## config.mk

```make
export PLATFORM = sky130hd
export DESIGN_NAME = alu_pipe_flat
export DESIGN_NICKNAME = d
export VERILOG_FILES = /design/src/rtl/alu_pipe_if.sv /design/src/rtl/alu_pipe.sv /design/src/flat_wrapper.sv
export SDC_FILE = /design/constraint.sdc
export NUM_CORES = 1
export LEC_CHECK = 0
export CAP_MARGIN = 5
export CORE_MARGIN = 10
export CORE_UTILIZATION = 43
export CTS_CLUSTER_SIZE = 28
export DETAILED_ROUTE_END_ITERATION = 7
export PLACE_DENSITY = 0.69
export SETUP_SLACK_MARGIN = 0.05
export SYNTH_ARGS = -nofsm -noshare
export SYNTH_HDL_FRONTEND = slang
export SYNTH_SLANG_ARGS = --single-unit
```

## constraint.sdc

```tcl
create_clock -name clk -period 1.9 [get_ports clk]
set_input_delay 0.38 -clock clk [delete_from_list [all_inputs] [get_ports clk]]
set_output_delay 0.38 -clock clk [all_outputs]
set_load 0.005 [all_outputs]
```

## src/rtl/alu_pipe_if.sv

```systemverilog
// Operand/result handshake bundle for alu_pipe: request side (A/B/OP/in_valid/in_ready)
// and response side (alu_out/flags/out_valid/out_ready).
interface alu_pipe_if #(
    parameter int WIDTH = 8
);
    logic [WIDTH-1:0] A;
    logic [WIDTH-1:0] B;
    logic [3:0]       OP;
    logic             in_valid;
    logic             in_ready;
    logic [WIDTH-1:0] alu_out;
    logic [3:0]       flags;
    logic             out_valid;
    logic             out_ready;

    modport master (
        output A, B, OP, in_valid, out_ready,
        input  in_ready, alu_out, flags, out_valid
    );

    modport slave (
        input  A, B, OP, in_valid, out_ready,
        output in_ready, alu_out, flags, out_valid
    );
endinterface

```

## src/rtl/alu_pipe.sv

```systemverilog
// Handshaked ALU: single-cycle logic/arith ops, serial shifts (1 bit/cycle) and, with
// ALU_MUL_EN defined, a WIDTH-cycle shift-add multiply on opcode 15 (else all-ones).
module alu_pipe #(
    parameter int WIDTH = 8
) (
    input logic     clk,
    input logic     rst,
    alu_pipe_if.slave bus
);
    localparam int SHW = $clog2(WIDTH);

    localparam logic [0:0] S_IDLE = 1'b0;
    localparam logic [0:0] S_BUSY = 1'b1;

    localparam logic [3:0] OP_ZERO = 4'd0;
    localparam logic [3:0] OP_ADD  = 4'd1;
    localparam logic [3:0] OP_SUB  = 4'd2;
    localparam logic [3:0] OP_AND  = 4'd3;
    localparam logic [3:0] OP_OR   = 4'd4;
    localparam logic [3:0] OP_NOT  = 4'd5;
    localparam logic [3:0] OP_RNOR = 4'd6;
    localparam logic [3:0] OP_XOR  = 4'd7;
    localparam logic [3:0] OP_XNOR = 4'd8;
    localparam logic [3:0] OP_SLL  = 4'd9;
    localparam logic [3:0] OP_SRL  = 4'd10;
    localparam logic [3:0] OP_RAND = 4'd11;
    localparam logic [3:0] OP_ROR  = 4'd12;
    localparam logic [3:0] OP_RNAN = 4'd13;
    localparam logic [3:0] OP_RXOR = 4'd14;
    localparam logic [3:0] OP_F    = 4'd15;

    typedef struct packed {
        logic [WIDTH-1:0] res;
        logic [3:0]       flg;   // {N,V,C,Z}
    } result_t;

    logic [0:0]       state;
    logic [SHW:0]     cnt;
    logic [3:0]       op_q;
    logic [WIDTH-1:0] sh_val;
    logic             ov_q;
    logic [WIDTH-1:0] res_q;
    logic [3:0]       flg_q;

`ifdef ALU_MUL_EN
    logic [2*WIDTH-1:0] mul_acc;
    logic [2*WIDTH-1:0] mul_mcand;
    logic [WIDTH-1:0]   mul_mplier;
    logic [2*WIDTH-1:0] mul_acc_nx;
`endif

    logic             out_free;
    logic             accept;
    logic             multi;
    logic             busy_step;
    logic             busy_done;
    logic [SHW-1:0]   amt;
    logic [WIDTH:0]   add_w;
    logic [WIDTH:0]   sub_w;
    logic [WIDTH-1:0] sh_next;
    logic             sh_out;
    result_t          sc;
    result_t          bz;

    assign out_free      = !ov_q || bus.out_ready;
    assign bus.in_ready  = (state == S_IDLE) && out_free;
    assign accept        = bus.in_valid && bus.in_ready;
    assign amt           = bus.B[SHW-1:0];
    assign bus.alu_out   = res_q;
    assign bus.flags     = flg_q;
    assign bus.out_valid = ov_q;

    // The busy path only advances when the output slot is free, so a result is never dropped.
    assign busy_step = (state == S_BUSY) && out_free;
    assign busy_done = busy_step && (cnt == (SHW+1)'(1));

    always_comb begin
        multi = 1'b0;
        if ((bus.OP == OP_SLL || bus.OP == OP_SRL) && amt != '0)
            multi = 1'b1;
`ifdef ALU_MUL_EN
        if (bus.OP == OP_F)
            multi = 1'b1;
`endif
    end

    // Single-cycle results, including zero-amount shifts.
    always_comb begin
        logic [WIDTH-1:0] r;
        logic             c;
        logic             v;
        add_w = {1'b0, bus.A} + {1'b0, bus.B};
        sub_w = {1'b0, bus.A} - {1'b0, bus.B};
        r = '0;
        c = 1'b0;
        v = 1'b0;
        case (bus.OP)
            OP_ZERO: r = '0;
            OP_ADD: begin
                r = add_w[WIDTH-1:0];
                c = add_w[WIDTH];
                v = (bus.A[WIDTH-1] == bus.B[WIDTH-1]) && (r[WIDTH-1] != bus.A[WIDTH-1]);
            end
            OP_SUB: begin
                r = sub_w[WIDTH-1:0];
                c = sub_w[WIDTH];
                v = (bus.A[WIDTH-1] != bus.B[WIDTH-1]) && (r[WIDTH-1] != bus.A[WIDTH-1]);
            end
            OP_AND:  r = bus.A & bus.B;
            OP_OR:   r = bus.A | bus.B;
            OP_NOT:  r = ~bus.A;
            OP_RNOR: r = {{(WIDTH-1){1'b0}}, ~|bus.A};
            OP_XOR:  r = bus.A ^ bus.B;
            OP_XNOR: r = bus.A ~^ bus.B;
            OP_SLL:  r = bus.A;
            OP_SRL:  r = bus.A;
            OP_RAND: r = {{(WIDTH-1){1'b0}}, &bus.A};
            OP_ROR:  r = {{(WIDTH-1){1'b0}}, |bus.A};
            OP_RNAN: r = {{(WIDTH-1){1'b0}}, ~&bus.A};
            OP_RXOR: r = {{(WIDTH-1){1'b0}}, ^bus.A};
            OP_F:    r = '1;
            default: r = '0;
        endcase
        sc.res = r;
        sc.flg = {r[WIDTH-1], v, c, (r == '0)};
    end

    always_comb begin
        if (op_q == OP_SLL) begin
            sh_next = {sh_val[WIDTH-2:0], 1'b0};
            sh_out  = sh_val[WIDTH-1];
        end else begin
            sh_next = {1'b0, sh_val[WIDTH-1:1]};
            sh_out  = sh_val[0];
        end
    end

`ifdef ALU_MUL_EN
    assign mul_acc_nx = mul_acc + (mul_mplier[0] ? mul_mcand : '0);
`endif

    // Result of the final busy step; carry is the bit leaving on that step.
    always_comb begin
        logic [WIDTH-1:0] r;
        logic             c;
        r = sh_next;
        c = sh_out;
`ifdef ALU_MUL_EN
        if (op_q == OP_F) begin
            r = mul_acc_nx[WIDTH-1:0];
            c = |mul_acc_nx[2*WIDTH-1:WIDTH];
        end
`endif
        bz.res = r;
        bz.flg = {r[WIDTH-1], 1'b0, c, (r == '0)};
    end

    always_ff @(posedge clk or posedge rst) begin
        if (rst) begin
            state  <= S_IDLE;
            cnt    <= '0;
            op_q   <= '0;
            sh_val <= '0;
            ov_q   <= 1'b0;
            res_q  <= '0;
            flg_q  <= '0;
`ifdef ALU_MUL_EN
            mul_acc    <= '0;
            mul_mcand  <= '0;
            mul_mplier <= '0;
`endif
        end else begin
            if (accept) begin
                op_q <= bus.OP;
                if (multi) begin
                    state  <= S_BUSY;
                    sh_val <= bus.A;
                    cnt    <= {1'b0, amt};
`ifdef ALU_MUL_EN
                    if (bus.OP == OP_F)
                        cnt <= (SHW+1)'(WIDTH);
                    mul_acc    <= '0;
                    mul_mcand  <= {{WIDTH{1'b0}}, bus.A};
                    mul_mplier <= bus.B;
`endif
                end
            end else if (busy_step) begin
                sh_val <= sh_next;
                cnt    <= cnt - (SHW+1)'(1);
`ifdef ALU_MUL_EN
                mul_acc    <= mul_acc_nx;
                mul_mcand  <= {mul_mcand[2*WIDTH-2:0], 1'b0};
                mul_mplier <= {1'b0, mul_mplier[WIDTH-1:1]};
`endif
                if (busy_done)
                    state <= S_IDLE;
            end

            if (accept && !multi) begin
                res_q <= sc.res;
                flg_q <= sc.flg;
                ov_q  <= 1'b1;
            end else if (busy_done) begin
                res_q <= bz.res;
                flg_q <= bz.flg;
                ov_q  <= 1'b1;
            end else if (bus.out_ready) begin
                ov_q  <= 1'b0;
            end
        end
    end
endmodule

```

## src/flat_wrapper.sv

```systemverilog
// flat-port wrapper written by rule: the top's interface ports become plain ports
module alu_pipe_flat 
#(
    parameter int WIDTH = 8
)
  (clk, rst, bus_A, bus_B, bus_OP, bus_in_valid, bus_out_ready, bus_in_ready, bus_alu_out, bus_flags, bus_out_valid);
  alu_pipe_if #(.WIDTH(WIDTH)) bus_i ();
  input logic clk;
  input logic rst;
  input wire logic [$bits(bus_i.A)-1:0] bus_A;
  input wire logic [$bits(bus_i.B)-1:0] bus_B;
  input wire logic [$bits(bus_i.OP)-1:0] bus_OP;
  input wire logic [$bits(bus_i.in_valid)-1:0] bus_in_valid;
  input wire logic [$bits(bus_i.out_ready)-1:0] bus_out_ready;
  output wire logic [$bits(bus_i.in_ready)-1:0] bus_in_ready;
  output wire logic [$bits(bus_i.alu_out)-1:0] bus_alu_out;
  output wire logic [$bits(bus_i.flags)-1:0] bus_flags;
  output wire logic [$bits(bus_i.out_valid)-1:0] bus_out_valid;
  assign bus_i.A = bus_A;
  assign bus_i.B = bus_B;
  assign bus_i.OP = bus_OP;
  assign bus_i.in_valid = bus_in_valid;
  assign bus_i.out_ready = bus_out_ready;
  assign bus_in_ready = bus_i.in_ready;
  assign bus_alu_out = bus_i.alu_out;
  assign bus_flags = bus_i.flags;
  assign bus_out_valid = bus_i.out_valid;
  alu_pipe #(.WIDTH(WIDTH)) u_core (.clk(clk), .rst(rst), .bus(bus_i));
endmodule
```

Word level (Yosys, flattened, before mapping)
Cells that the tools add are included.
{ "word_totals": {"register_bits": 30, "latch_bits": 0, "mem_bits_rw": 0, "romBits": 0, "input_bits": 24, "output_inout_bits": 14, "elab_cells": 89, "mem_count": 0} }
{ "op_classes": {"n_addsub": 3, "n_mul": 0, "div": 0, "order_cmp": 0, "n_eq_ne": 22, "shifts": 0, "muxes": 23, "bitwise_logic": 6, "reduce_logical": 28} }
{ "op_table": {"columns": ["op", "count"], "rows": [
  ["case mux 8 bit (15 select lines)", 1],
  ["2-to-1 mux 8 bit", 6],
  ["== test 4 bit (second input constant)", 9],
  ["2-to-1 mux 4 bit", 5],
  ["== test 4 x 3 -> 1 bit (second input constant)", 4],
  ["logical NOT 8 bit", 2],
  ["adder 8 x 8 -> 9 bit", 1],
  ["2-to-1 mux 1 bit", 9],
  ["subtractor 8 x 8 -> 9 bit", 1],
  ["bitwise AND 8 bit", 1],
  ["== test 4 x 1 -> 1 bit (second input constant)", 2],
  ["== test 4 x 2 -> 1 bit (second input constant)", 2],
  ["logical AND 1 bit", 8],
  ["NOT 8 bit", 1],
  ["bitwise OR 8 bit", 1],
  ["AND reduction 8 bit", 1],
  ["OR reduction 8 bit", 1],
  ["XOR reduction 8 bit", 1],
  ["XNOR 8 bit", 1],
  ["bitwise XOR 8 bit", 1],
  ["nonzero test 2 bit", 3],
  ["nonzero test 3 bit", 2],
  ["logical NOT 1 bit", 4],
  ["logical NOT 4 bit", 1],
  ["other kinds (10)", 14]
]} }

Logic depth before layout (Yosys ltp)
{ "logic_depth": {"word_depth": 7, "mapped_depth": 10, "ltp_nobuf": 10} }

Worst setup path after synthesis
No wires, ideal clock.
{ "synth_timing": {"kind": "input to register", "startpoint": "in bus_A[0]", "endpoint": "reg u_core.flg_q[0], in the netlist u_core.bus.flags[0]", "setup_time_ns": 0.103, "t_arrival_ns": 2.438, "required_time_ns": 1.797, "slack_ns": -0.641, "path_stages": 10, "path_buffers": 0, "cell_sequence": "inv_1 ha_1 inv_1 fa_1 nor2b_1 o31ai_1 mux2i_1 o2111ai_1 or4_1 o41ai_2"} }
{ "synth_between": {"elab_chain_len": 5, "elab_cells_between_ends": 15, "classes_between": "add/sub (2); mux (2); bitwise (5); reduce/logical (6)"} }
{ "synth_rtl": {"columns": ["item", "line_no", "source"], "rows": [
  ["from (decl)", "flat_wrapper.sv:10", "input wire logic [$bits(bus_i.A)-1:0] bus_A;"],
  ["branches (longest 2 deep; another with subtractor 8 x 8 -> 9 bit)", null, null],
  ["case mux 8 bit (15 select lines) *", "alu_pipe.sv:97", "case (bus.OP)"],
  ["logical NOT 8 bit *", "alu_pipe.sv:125", "sc.flg = {r[WIDTH-1], v, c, (r == '0)};"],
  ["2-to-1 mux 4 bit *", "alu_pipe.sv:199", "if (accept && !multi) begin"],
  ["to (signal assigned)", "alu_pipe.sv:201", "flg_q <= sc.flg;"],
  ["to (signal assigned)", "alu_pipe.sv:205", "flg_q <= bz.flg;"],
  ["to (decl)", "alu_pipe.sv:43", "logic [3:0] flg_q;"]
]} }
Mark *: on every way between the ends.
A chain may end at the register's enable or synchronous reset.

Worst setup path after layout
Same ends and word-level chain as after synthesis.

==> results.toml <==
[floorplan]
die_x_um = 109
rows = 32
io_pins = 38
design.core.area_sq_um = 7690
die_height_um = 109
start_util_pct = 44.0
dieArea_sq_um = 11800

[clock_tree]
cts_tree = "built"
clkLatencyLatePin_ns = 0.28
cts-root-buf = "clkbuf_8"
clk_pin_slew_ns = 0.06
htreeDepth = 2
cts_buffer_depth = 2
numCtsBuffers = 5
cts.sinks = 29

[detailed_routing]
firstDrtPassIters = 4
wirelength_um = 14100
via_count = 4145
wl_per_cell_um = 19.9
vias_per_cell = 5.85
drtIter0Drc = 270
ant_nets = 0
post-route-drc-count = 0

[outcome]
failed_checks = "negative setup slack"
outcome = "finished with violations"

[place]
gp_congestion = 0.922
place_ws_ns = -1.41
hpwl_um = 9610
dp_cells = 663
place.port_buffers = 37

[worst_setup_path]
slowest_stage = "or4_4"
critPathRequiredTime_ns = 2.08
crit_chain = "buf_12, inv_16, ha_4, inv_2, fa_2, nor2b_4, o31ai_4, mux2i_1, o2111ai_2, or4_4, o41ai_2"
crit_path_end_kind = "flip-flop"
crit_family = "compound AO/OA/AOI/OAI gates"
start_kind = "primary input"
path_class = "primary input to flip-flop"
crit_fanout = 3
worstPathArrival_ns = 2.51
slowest_delay_ns = 0.44
cp.buffers_inverters = 3

[sta]
finalHoldViolCount = 0
slew_headroom_pct = 74.0
finalCriticalPeriod_ns = 2.33
tightest_slew_ns = 0.388
rsz0062_at_grt = "true"
setup_violations = 9
drv_slew = 0
post-route-period-util_pct = 122
worst_slack_ns = -0.427
finalClockSkew_ns = 0.00231
max_freq_mhz = 430

[power]
leakage_uw = 0.00260
intPower_uw = 2610
p_clk_share_pct = 11.8
p_per_area_nw_per_um2 = 753
ir_worst_vdd_mv = 0.358
seqPwrFrac_pct = 25.5
p_sw_share_pct = 40.9
finalPower_uw = 4430
switching_power_uw = 1810
p_comb_share_pct = 62.8

[yosys]
netlist_area_sq_um = 3380
synth_seq_cells = 29
synthDistinctLibCells = 65
synth_edf_count = 0
synth_top_family_by_area = "compound AO/OA/AOI/OAI gates"
seq_area_frac_synth_pct = 21.5
ys_warn_count = 0
ys.flop_type = "dfrtp_1"
synthCells = 429
syn_area_per_cell_sq_um = 7.88
async_flop_share_pct = 100
synthMuxAreaShare_pct = 6.25
synth_compound_area_share_pct = 24.7
synthXorXnorAreaFrac_pct = 3.11
syn_nets = 490
synth_adder_area_share_pct = 14.1
yosys.area_share.simple_pct = 22.1

[final_layout]
drive_gt1_share_pct = 50.1
nets = 668
area_growth_pct = 73.8
diodes = 0
stdcell_count = 709
layout_commonest_cell = "buf_4"
final_cell_mix = "buf_4 (141), nor2_1 (40), dfrtp_1 (29), a21oi_1 (26), buf_6 (24)"

[global_routing]
antenna_found_initial = 0
grt_max_degree = 30
first_global_vias = 4054
grt_use_total_pct = 21.6
grt_pass1_wl_um = 20500
grt_remaining_overflow = 0

[job]
max-cap-violations = 0

[worst_hold_path]
hold_path_class = "primary input to async pin"
Yosys cell counts (all sizes together), types with 5 or more instances:
master  instances  share of area (%)
nand3           9                1.3
mux2i          20                5.9
a211oi          5                1.1
nor3           10                1.5
and3            8                1.6
inv            31                3.4
o21ai          27                4.0
dfrtp          29                 21
nand2          27                3.0
ha             35                 13
a21oi          32                4.7
o211ai          6                1.3
o31ai           6                1.5
nand2b         10                1.9
nor2           41                4.6
clkbuf         12                1.3
a31oi           5               0.93
xnor2           8                2.1
nand3b          5                1.1
o32ai           6                1.6
buf            20                3.4
flip-flops by register name, summed over array words and instances (netlist names):
register / cells
u_core.bus.out_valid: 1
u_core.cnt: 4
u_core.bus.flags: 4
u_core.bus.alu_out: 7
u_core.op_q: 4
u_core.state: 1
u_core.sh_val: 8
layer usage:
| layer | part of all wire, % | global-route usage [%] | vias to the layer above |
|---|---|---|---|
| li1 | - | - | 1911 |
| met1 | 40 | 26.4 | 2025 |
| met2 | 51 | 38.6 | 151 |
| met3 | 4.5 | 2.18 | 58 |
| met4 | 4.2 | 7.44 | 0 |
| met5 | 0 | 0 | - |
layout make-up:
class / count / area, sq um
clock buffer: 7 / 86.3
fill: 553 / 1810
inverter: 31 / 146
multi-input combinational: 337 / 3050
sequential: 29 / 726
tap: 102 / 128
timing repair buffer: 203 / 1740
worst register-to-register path: stages, from the launching register on:
cell and delay, ns:
dfrtp_1 0.41, nand2b_4 0.09, nand2_2 0.05, or4b_4 0.60
buf_6 0.15, clkbuf_16 0.15, a21oi_1 0.24, o21ai_2 0.09
power by group through the flow:
stage,Clock (uW),Sequential [uW],Combinational [uW]
final,521,1130,2780
after global placement,0,1100,2120
after CTS,521,1110,2470
after floorplan,0,1080,1230
after global routing,553,1160,3000
after detailed placement,0,1120,2190
cells by family after synthesis:
logic type / Yosys count
AO/OA/AOI/OAI: 124
flip-flops: 29
XOR/XNOR: 12
multiplexers: 21
AND/OR/NAND/NOR: 143
buffers and inverters: 63
adder cells (fa/ha/maj): 37
worst paths after layout:
path                            depth (start not counted)                     to  slack (ns)            startpoint
worst min register to register                          2         u_core.op_q[3]        0.48        u_core.op_q[3]
worst max-delay path                                   11    u_core.bus.flags[0]       -0.43              bus_A[0]
min in group clk                                        2         u_core.op_q[3]        0.48        u_core.op_q[3]
max in group asynchronous                               3  u_core.bus.alu_out[4]        1.13                   rst
worst max register to register                          7  u_core.bus.alu_out[4]           0  u_core.bus.out_valid
worst min-delay path                                    3   u_core.bus.out_valid        0.48                   rst
stage by stage:
| stage | area, sq um | utilization (%) | hold slack [ns] | setup TNS (ns) |
|---|---|---|---|---|
| 4_1_cts | 5430 | 70.7 | 0.486 | -2.45 |
| 2_1_floorplan | 3500 | - | 0.438 | -0.880 |
| 3_5_place_dp | 4770 | 62.1 | 0.472 | -18.73 |
| 3_3_place_gp | 4770 | 62.1 | 0.456 | -17.90 |
| 6_report | 5880 | 76.4 | 0.485 | -1.55 |
| 5_1_grt | 5880 | 76.4 | 0.515 | -2.09 |
timing repair:
item / CTS / global route
setup buffers: 20 / 24
gates cloned: 1 / 2
pin swaps: 39 / 46
setup endpoints to repair: 26 / 20
resized for setup: 146 / 98
hold buffers: 0 / 0
hold endpoints to repair: 0 / 0
No activity file was read; power rests on OpenSTA's default activity.
